==> src/rtl/memctrl_pkg.sv <==
// Shared widths, FSM encodings and byte-lane helpers for the byte-serial memory controller.
package memctrl_pkg;

    localparam int ADDR_W = 32;
    localparam int DATA_W = 32;
    localparam int LEN_W  = 3;
    localparam int RAM_W  = 8;
    localparam int CNT_W  = 3;

    localparam logic [1:0] IO_HI = 2'b11;

    typedef logic [ADDR_W-1:0] addr_t;
    typedef logic [DATA_W-1:0] data_t;
    typedef logic [LEN_W-1:0]  len_t;
    typedef logic [RAM_W-1:0]  byte_t;
    typedef logic [CNT_W-1:0]  cnt_t;

    typedef enum logic [1:0] {
        IDLE  = 2'b00,
        READ  = 2'b01,
        WRITE = 2'b10,
        DONE  = 2'b11
    } state_t;

    typedef enum logic {
        OWN_DC = 1'b0,
        OWN_IC = 1'b1
    } owner_t;

    function automatic logic is_io(input addr_t addr);
        return (addr[17:16] == IO_HI);
    endfunction

    function automatic byte_t get_byte(input data_t word, input cnt_t idx);
        byte_t b;
        case (idx)
            3'd0:    b = word[7:0];
            3'd1:    b = word[15:8];
            3'd2:    b = word[23:16];
            3'd3:    b = word[31:24];
            default: b = 8'h00;
        endcase
        return b;
    endfunction

    // Lanes beyond the 32-bit word are dropped, so an illegal length cannot corrupt data.
    function automatic data_t put_byte(input data_t word, input cnt_t idx, input byte_t b);
        data_t w;
        w = word;
        case (idx)
            3'd0:    w[7:0]   = b;
            3'd1:    w[15:8]  = b;
            3'd2:    w[23:16] = b;
            3'd3:    w[31:24] = b;
            default: w = word;
        endcase
        return w;
    endfunction

endpackage

==> src/rtl/memctrl_if.sv <==
// Request/response and RAM bus bundle; master = caches and RAM side, slave = the controller.
interface memctrl_if;
    import memctrl_pkg::*;

    logic  iDC_en;
    logic  iDC_ls;
    addr_t iDC_pc;
    data_t iDC_dt;
    len_t  iDC_len;
    logic  oDC_done;
    data_t oDC_dt;

    logic  iIC_en;
    addr_t iIC_pc;
    logic  oIC_done;
    data_t oIC_inst;

    byte_t mem_din;
    byte_t mem_dout;
    addr_t mem_a;
    logic  mem_wr;
    logic  io_buffer_full;

    modport master (
        output iDC_en, iDC_ls, iDC_pc, iDC_dt, iDC_len,
        output iIC_en, iIC_pc,
        output mem_din, io_buffer_full,
        input  oDC_done, oDC_dt, oIC_done, oIC_inst,
        input  mem_dout, mem_a, mem_wr
    );

    modport slave (
        input  iDC_en, iDC_ls, iDC_pc, iDC_dt, iDC_len,
        input  iIC_en, iIC_pc,
        input  mem_din, io_buffer_full,
        output oDC_done, oDC_dt, oIC_done, oIC_inst,
        output mem_dout, mem_a, mem_wr
    );

endinterface

==> src/rtl/memctrl.sv <==
// Arbitrates data-cache and instruction-cache requests onto a byte-wide RAM bus and
// sequences little-endian 1/2/4-byte transfers with a single done pulse per request.
module memctrl
    import memctrl_pkg::*;
(
    input  logic     clk,
    input  logic     rst,
    input  logic     rdy,
    memctrl_if.slave bus
);

    state_t r_state;
    state_t w_state_go;
    state_t w_state_nxt;
    owner_t r_owner;
    addr_t  r_pc;
    data_t  r_dt;
    data_t  r_data;
    len_t   r_len;
    cnt_t   r_cnt;

    logic   w_rd_more;
    logic   w_wr_last;
    logic   w_stall;
    addr_t  w_addr;
    addr_t  w_mem_a;
    byte_t  w_mem_dout;
    logic   w_mem_wr_go;
    logic   w_dc_done_go;
    logic   w_ic_done_go;
    logic   w_dc_done;
    logic   w_ic_done;

    assign w_rd_more = (r_cnt < r_len);
    assign w_wr_last = (({1'b0, r_cnt} + 4'd1) >= {1'b0, r_len});
    assign w_stall   = bus.io_buffer_full && is_io(r_pc);
    assign w_addr    = r_pc + {{(ADDR_W-CNT_W){1'b0}}, r_cnt};

    // State register.
    always_ff @(posedge clk) begin
        if (rst) begin
            r_state <= IDLE;
        end else begin
            r_state <= w_state_nxt;
        end
    end

    // Next-state decode and bus drive before the rdy freeze is applied.
    always_comb begin
        w_state_go   = r_state;
        w_mem_a      = 32'h0000_0000;
        w_mem_dout   = 8'h00;
        w_mem_wr_go  = 1'b0;
        w_dc_done_go = 1'b0;
        w_ic_done_go = 1'b0;
        case (r_state)
            IDLE: begin
                if (bus.iDC_en) begin
                    w_state_go = bus.iDC_ls ? WRITE : READ;
                end else if (bus.iIC_en) begin
                    w_state_go = READ;
                end else begin
                    w_state_go = IDLE;
                end
            end
            READ: begin
                if (w_rd_more) begin
                    w_mem_a    = w_addr;
                    w_state_go = READ;
                end else begin
                    w_state_go = DONE;
                end
            end
            WRITE: begin
                w_mem_a    = w_addr;
                w_mem_dout = get_byte(r_dt, r_cnt);
                if (w_stall) begin
                    w_state_go = WRITE;
                end else begin
                    w_mem_wr_go = 1'b1;
                    w_state_go  = w_wr_last ? DONE : WRITE;
                end
            end
            DONE: begin
                w_state_go   = IDLE;
                w_dc_done_go = (r_owner == OWN_DC);
                w_ic_done_go = (r_owner == OWN_IC);
            end
            default: begin
                w_state_go = IDLE;
            end
        endcase
    end

    assign w_state_nxt = rdy ? w_state_go : r_state;
    assign w_dc_done   = rdy && w_dc_done_go;
    assign w_ic_done   = rdy && w_ic_done_go;

    // Request latch, byte counter and little-endian read assembly.
    always_ff @(posedge clk) begin
        if (rst) begin
            r_owner <= OWN_DC;
            r_pc    <= 32'h0000_0000;
            r_dt    <= 32'h0000_0000;
            r_len   <= 3'd0;
            r_cnt   <= 3'd0;
            r_data  <= 32'h0000_0000;
        end else if (rdy) begin
            case (r_state)
                IDLE: begin
                    r_cnt <= 3'd0;
                    if (bus.iDC_en) begin
                        r_owner <= OWN_DC;
                        r_pc    <= bus.iDC_pc;
                        r_dt    <= bus.iDC_dt;
                        r_len   <= bus.iDC_len;
                        r_data  <= 32'h0000_0000;
                    end else if (bus.iIC_en) begin
                        r_owner <= OWN_IC;
                        r_pc    <= bus.iIC_pc;
                        r_dt    <= 32'h0000_0000;
                        r_len   <= 3'd4;
                        r_data  <= 32'h0000_0000;
                    end else begin
                        r_owner <= r_owner;
                    end
                end
                READ: begin
                    // RAM returns the byte addressed one cycle earlier.
                    if (r_cnt != 3'd0) begin
                        r_data <= put_byte(r_data, r_cnt - 3'd1, bus.mem_din);
                    end else begin
                        r_data <= r_data;
                    end
                    if (w_rd_more) begin
                        r_cnt <= r_cnt + 3'd1;
                    end else begin
                        r_cnt <= r_cnt;
                    end
                end
                WRITE: begin
                    if (!w_stall) begin
                        r_cnt <= r_cnt + 3'd1;
                    end else begin
                        r_cnt <= r_cnt;
                    end
                end
                DONE: begin
                    r_cnt <= 3'd0;
                end
                default: begin
                    r_cnt <= 3'd0;
                end
            endcase
        end else begin
            r_cnt <= r_cnt;
        end
    end

    assign bus.mem_a    = w_mem_a;
    assign bus.mem_dout = w_mem_dout;
    assign bus.mem_wr   = rdy && w_mem_wr_go;
    assign bus.oDC_done = w_dc_done;
    assign bus.oIC_done = w_ic_done;
    assign bus.oDC_dt   = w_dc_done ? r_data : 32'h0000_0000;
    assign bus.oIC_inst = w_ic_done ? r_data : 32'h0000_0000;

endmodule

==> src/flat_wrapper.sv <==
// flat-port wrapper written by rule: the top's interface ports become plain ports
module memctrl_flat import memctrl_pkg::*;
  (clk, rst, rdy, bus_iDC_en, bus_iDC_ls, bus_iDC_pc, bus_iDC_dt, bus_iDC_len, bus_iIC_en, bus_iIC_pc, bus_mem_din, bus_io_buffer_full, bus_oDC_done, bus_oDC_dt, bus_oIC_done, bus_oIC_inst, bus_mem_dout, bus_mem_a, bus_mem_wr);
  memctrl_if bus_i ();
  input  logic clk;
  input  logic rst;
  input  logic rdy;
  input wire logic [$bits(bus_i.iDC_en)-1:0] bus_iDC_en;
  input wire logic [$bits(bus_i.iDC_ls)-1:0] bus_iDC_ls;
  input wire logic [$bits(bus_i.iDC_pc)-1:0] bus_iDC_pc;
  input wire logic [$bits(bus_i.iDC_dt)-1:0] bus_iDC_dt;
  input wire logic [$bits(bus_i.iDC_len)-1:0] bus_iDC_len;
  input wire logic [$bits(bus_i.iIC_en)-1:0] bus_iIC_en;
  input wire logic [$bits(bus_i.iIC_pc)-1:0] bus_iIC_pc;
  input wire logic [$bits(bus_i.mem_din)-1:0] bus_mem_din;
  input wire logic [$bits(bus_i.io_buffer_full)-1:0] bus_io_buffer_full;
  output wire logic [$bits(bus_i.oDC_done)-1:0] bus_oDC_done;
  output wire logic [$bits(bus_i.oDC_dt)-1:0] bus_oDC_dt;
  output wire logic [$bits(bus_i.oIC_done)-1:0] bus_oIC_done;
  output wire logic [$bits(bus_i.oIC_inst)-1:0] bus_oIC_inst;
  output wire logic [$bits(bus_i.mem_dout)-1:0] bus_mem_dout;
  output wire logic [$bits(bus_i.mem_a)-1:0] bus_mem_a;
  output wire logic [$bits(bus_i.mem_wr)-1:0] bus_mem_wr;
  assign bus_i.iDC_en = bus_iDC_en;
  assign bus_i.iDC_ls = bus_iDC_ls;
  assign bus_i.iDC_pc = bus_iDC_pc;
  assign bus_i.iDC_dt = bus_iDC_dt;
  assign bus_i.iDC_len = bus_iDC_len;
  assign bus_i.iIC_en = bus_iIC_en;
  assign bus_i.iIC_pc = bus_iIC_pc;
  assign bus_i.mem_din = bus_mem_din;
  assign bus_i.io_buffer_full = bus_io_buffer_full;
  assign bus_oDC_done = bus_i.oDC_done;
  assign bus_oDC_dt = bus_i.oDC_dt;
  assign bus_oIC_done = bus_i.oIC_done;
  assign bus_oIC_inst = bus_i.oIC_inst;
  assign bus_mem_dout = bus_i.mem_dout;
  assign bus_mem_a = bus_i.mem_a;
  assign bus_mem_wr = bus_i.mem_wr;
  memctrl u_core (.clk(clk), .rst(rst), .rdy(rdy), .bus(bus_i));
endmodule
==> config.mk <==
export PLATFORM = sky130hd
export DESIGN_NAME = memctrl_flat
export DESIGN_NICKNAME = d
export VERILOG_FILES = /design/src/rtl/memctrl_pkg.sv /design/src/rtl/memctrl_if.sv /design/src/rtl/memctrl.sv /design/src/flat_wrapper.sv
export SDC_FILE = /design/constraint.sdc
export NUM_CORES = 1
export LEC_CHECK = 0
export CAP_MARGIN = 20
export CORE_ASPECT_RATIO = 1.25
export CORE_UTILIZATION = 41
export CTS_CLUSTER_SIZE = 30
export DETAILED_ROUTE_END_ITERATION = 10
export PLACE_DENSITY = 0.86
export SKIP_CTS_REPAIR_TIMING = 1
export SLEW_MARGIN = 20
export SYNTH_ARGS = -nofsm -noshare
export SYNTH_HDL_FRONTEND = slang
export SYNTH_SLANG_ARGS = --single-unit
==> constraint.sdc <==
create_clock -name clk -period 2.7 [get_ports clk]
set_input_delay 0.675 -clock clk [delete_from_list [all_inputs] [get_ports clk]]
set_output_delay 0.675 -clock clk [all_outputs]
set_load 0.01 [all_outputs]
==> impl_metrics.csv <==
group,metric,value,unit
placed_design,finalWeightedCongestion,0.844,
cells_and_area,layout-drive-gt1-share,16.7,%
synthesis,synth.distinct_cells,49,
routing,postRouteWirelength,19300,microns
setup_path,critical_path.cell_chain,"ha_4 > inv_2 > fa_2 > nor2b_4 > o211ai_4 > buf_4 > buf_6 > nor2_4 > xnor2_1 > nor2_1 > buf_2",
setup_path,worst_r2r_endpoint,"u_core.r_data[20]$_SDFFE_PP0P_",
setup_path,timing.reg2reg.setup_slack,340,ps
setup_path,critical_path.n_buffers_inverters,4,
die,coreArea,14400,sq um
synthesis,synth_area_leader_cell,"dfxtp_1",
run_status,failed_checks,"negative setup slack",
timing,timing.final.max_slew_violations,0,
timing,worst_clock_skew,12.6,ps
timing,crit_path_time_final,3050,ps
setup_path,critical_path_at,2380,ps
timing,post-route-period-util,113,%
synthesis,number_of_enable_flip_flop_cells_after_synthesis,0,
setup_path,regToRegStartpoint,"u_core.r_cnt[0]$_SDFFE_PP0P_",
routing,drt-vias-per-instance,5.39,
synthesis,synth.top_cell.area_share,34.8,%
setup_path,cp.required,2030,ps
routing,detail_route.wl_per_cell,16.6,microns
hold_path,worstHoldPathType,"flop to flop",
synthesis,synth_seq_area_share,34.8,%
global_routing,globalRoute.totalOverflow,0,
synthesis,synthCells,729,
die,starting_utilization_of_the_core_area,41.9,%
setup_path,worst_path_dominant_cell_family,"buffers and inverters",
synthesis,post_synth_instance_area,6030,sq um
clocking,number_of_buffers_between_clock_root_and_the_deepest_sink,2,
power,power_per_cell_area,429,nW/um^2
cells_and_area,layout-area-overhead-vs-synth,57.2,%
routing,route.detailed.drc,0,
clocking,clock_tree.root_cell,"clkbuf_16",
cells_and_area,register_area,2110,sq um
global_routing,first_pass_grt_wire_length,27100,microns
die,fp.dieArea,15200,sq um
timing,timing.final.hold_violations,0,
setup_path,startpoint_type,"flop",
cells_and_area,instances_no_fill,1161,
die,floorplan.die.width,110,microns
setup_path,setup_crit_end_kind,"output port",
power,leakage,4.51,nW
synthesis,synth.top_cells.by_area,"dfxtp_1 35%, mux2i_1 11%, and2_1 7.6%",
job,cap_viol_max_count,0,
die,die_y,138,microns
placed_design,placement.io_buffers,220,
hold_path,number_of_cells_on_the_worst_hold_path,2,
global_routing,grt_antenna_before_repair,1,
clocking,htreeDepth,3,
timing,setup_repair_after_global_routing_missed_its_margin,"true",
placed_design,placed_cells,1126,
power,max-vdd-ir-drop,0.000297,V
clocking,clk_pin_slew,70,ps
setup_path,worstRegToRegCells,10,
clocking,tritoncts_num_sinks,105,
timing,setup_ws,-354,ps
cells_and_area,total_nets_final,1113,
global_routing,grt_pass1_vias,5561,
synthesis,yosys_warnings,0,
synthesis,syn_area_per_cell,8.27,sq um
clocking,tritoncts,"built",
global_routing,grt_max_degree,78,
setup_path,crit_start,"u_core.r_cnt[0]$_SDFFE_PP0P_",
timing,setup_violations,72,
synthesis,yosysMostFrequentCell,"nor2_1",
setup_path,capture_point_of_the_worst_path,"bus_mem_a[14]",
routing,dr.pass1.iters,5,
synthesis,synthArstFlopShare,0,%
setup_path,worstPathMaxFanout,4,
die,floorplan.rows,49,
placed_design,dpl.hpwl,12900,microns
timing,worst_pin_slew,654,ps
cells_and_area,fill_cells,1094,
routing,vias,6253,
cells_and_area,num_antenna_cells,0,
cells_and_area,area_taken_by_multi_input_logic_gates,3900,sq um
placed_design,pre_cts_ws,-442,ps
synthesis,synth.cells.most_frequent,"106 x nor2_1, 105 x dfxtp_1, 73 x and2_1, 65 x mux2i_1, 52 x nand2_1",
setup_path,critical_path_type,"flop to output port",
run_status,run_status,"finished with violations",
clocking,clock_latency,350,ps
timing,timing.slew.headroom,56.4,%
synthesis,yosys_most_used_dff,"dfxtp_1",
synthesis,mappedNetlistNets,864,
routing,postRouteAntennaNets,0,
synthesis,postSynthRegisterBits,105,
routing,detailed_router_s_first_iteration_violation_count,420,
timing,clock.fmax,0.327,GHz
setup_path,critical_path.slowest_cell,"dfxtp_4",
global_routing,grt.total_usage,21.9,%
setup_path,critPathMaxStageDelay,360,ps
clocking,cts_buffers,9,
die,ios,221,
setup_path,critical_path_depth,11,
==> cell families after synthesis <==
kind of cell	count (synthesis)	share of synthesized area (%)
flip-flops	105	34.8
multiplexers	65	10.8
adder cells (fa/ha/maj)	21	4.48
AO/OA/AOI/OAI	121	13.9
buffers and inverters	69	4.54
XOR/XNOR	29	4.21
AND/OR/NAND/NOR	319	27.2
==> state kept, by name (all words and copies together), names as in the netlist <==
signal and flops:
u_core.r_cnt 3, u_core.r_dt 32, u_core.r_owner 1, u_core.r_state 2, u_core.r_len 3, u_core.r_data 32, u_core.r_pc 32
==> worst min-delay path: stages (launching register included) <==
cell and delay (ps):
dfxtp_1 310, nand2_1 50, a21oi_1 50
==> report_power, final <==
| group | switching, mW | total, mW | internal, mW |
|---|---|---|---|
| Combinational | 0.515 | 1.00 | 0.489 |
| Sequential | 0.0822 | 1.74 | 1.66 |
| Clock | 0.640 | 1.32 | 0.683 |
==> routing by layer <==
metal / global-route usage [%] / routed length, microns / part of all wire [%] / vias up
met5: 0 / 13 / 0.067 / -
met2: 40.3 / 10000 / 52 / 266
met3: 2.68 / 940 / 4.9 / 77
met1: 25.6 / 7570 / 39 / 2894
li1: - / - / - / 3014
met4: 9.85 / 759 / 3.9 / 2
==> stage by stage <==
stage               power (mW)  hold slack (ps)  util, %  area [sq um]  setup TNS [ps]
floorplan                 2.29              432        -          6030               0
global placement          2.68              440     60.4          8710          -17740
detailed placement        2.70              446     60.4          8710          -21190
CTS                       4.02              457     62.5          9010          -37600
global route              4.24              477     65.8          9480          -18250
finish                    4.07              456     65.8          9480          -12470
==> worst min-delay path by stage <==
stage                            startpoint                      endpoint
3_5_place_dp   u_core.r_dt[21]$_SDFFE_PP0P_  u_core.r_dt[21]$_SDFFE_PP0P_
2_1_floorplan   u_core.r_dt[0]$_SDFFE_PP0P_   u_core.r_dt[0]$_SDFFE_PP0P_
5_1_grt        u_core.r_dt[10]$_SDFFE_PP0P_  u_core.r_dt[10]$_SDFFE_PP0P_
3_3_place_gp   u_core.r_dt[28]$_SDFFE_PP0P_  u_core.r_dt[28]$_SDFFE_PP0P_
6_report       u_core.r_dt[28]$_SDFFE_PP0P_  u_core.r_dt[28]$_SDFFE_PP0P_
4_1_cts        u_core.r_dt[10]$_SDFFE_PP0P_  u_core.r_dt[10]$_SDFFE_PP0P_
==> placed cells by master, fill, tap and decap left out, types with 16 or more instances in the layout <==
cell type and instances:
buf_2 20, and2_1 73, ha_1 16, nand3_1 43
nor2_1 100, clkdlybuf4s50_1 151, mux2i_1 65, dfxtp_1 102
buf_4 54, a211oi_1 35, a21oi_1 43, dlymetal6s2s_1 45
nand2_1 51, xnor2_1 23
==> layout make-up <==
| cell class | count | share of cell area (%) |
|---|---|---|
| Inverter | 17 | 0.673 |
| Tap cell | 178 | 2.35 |
| Clock buffer | 10 | 2.52 |
| Clock inverter | 6 | 0.686 |
| Timing Repair Buffer | 289 | 30.5 |
| Sequential cell | 105 | 22.2 |
| Multi-Input combinational cell | 556 | 41.1 |
Note: power is estimated with default switching activity, not from simulation.
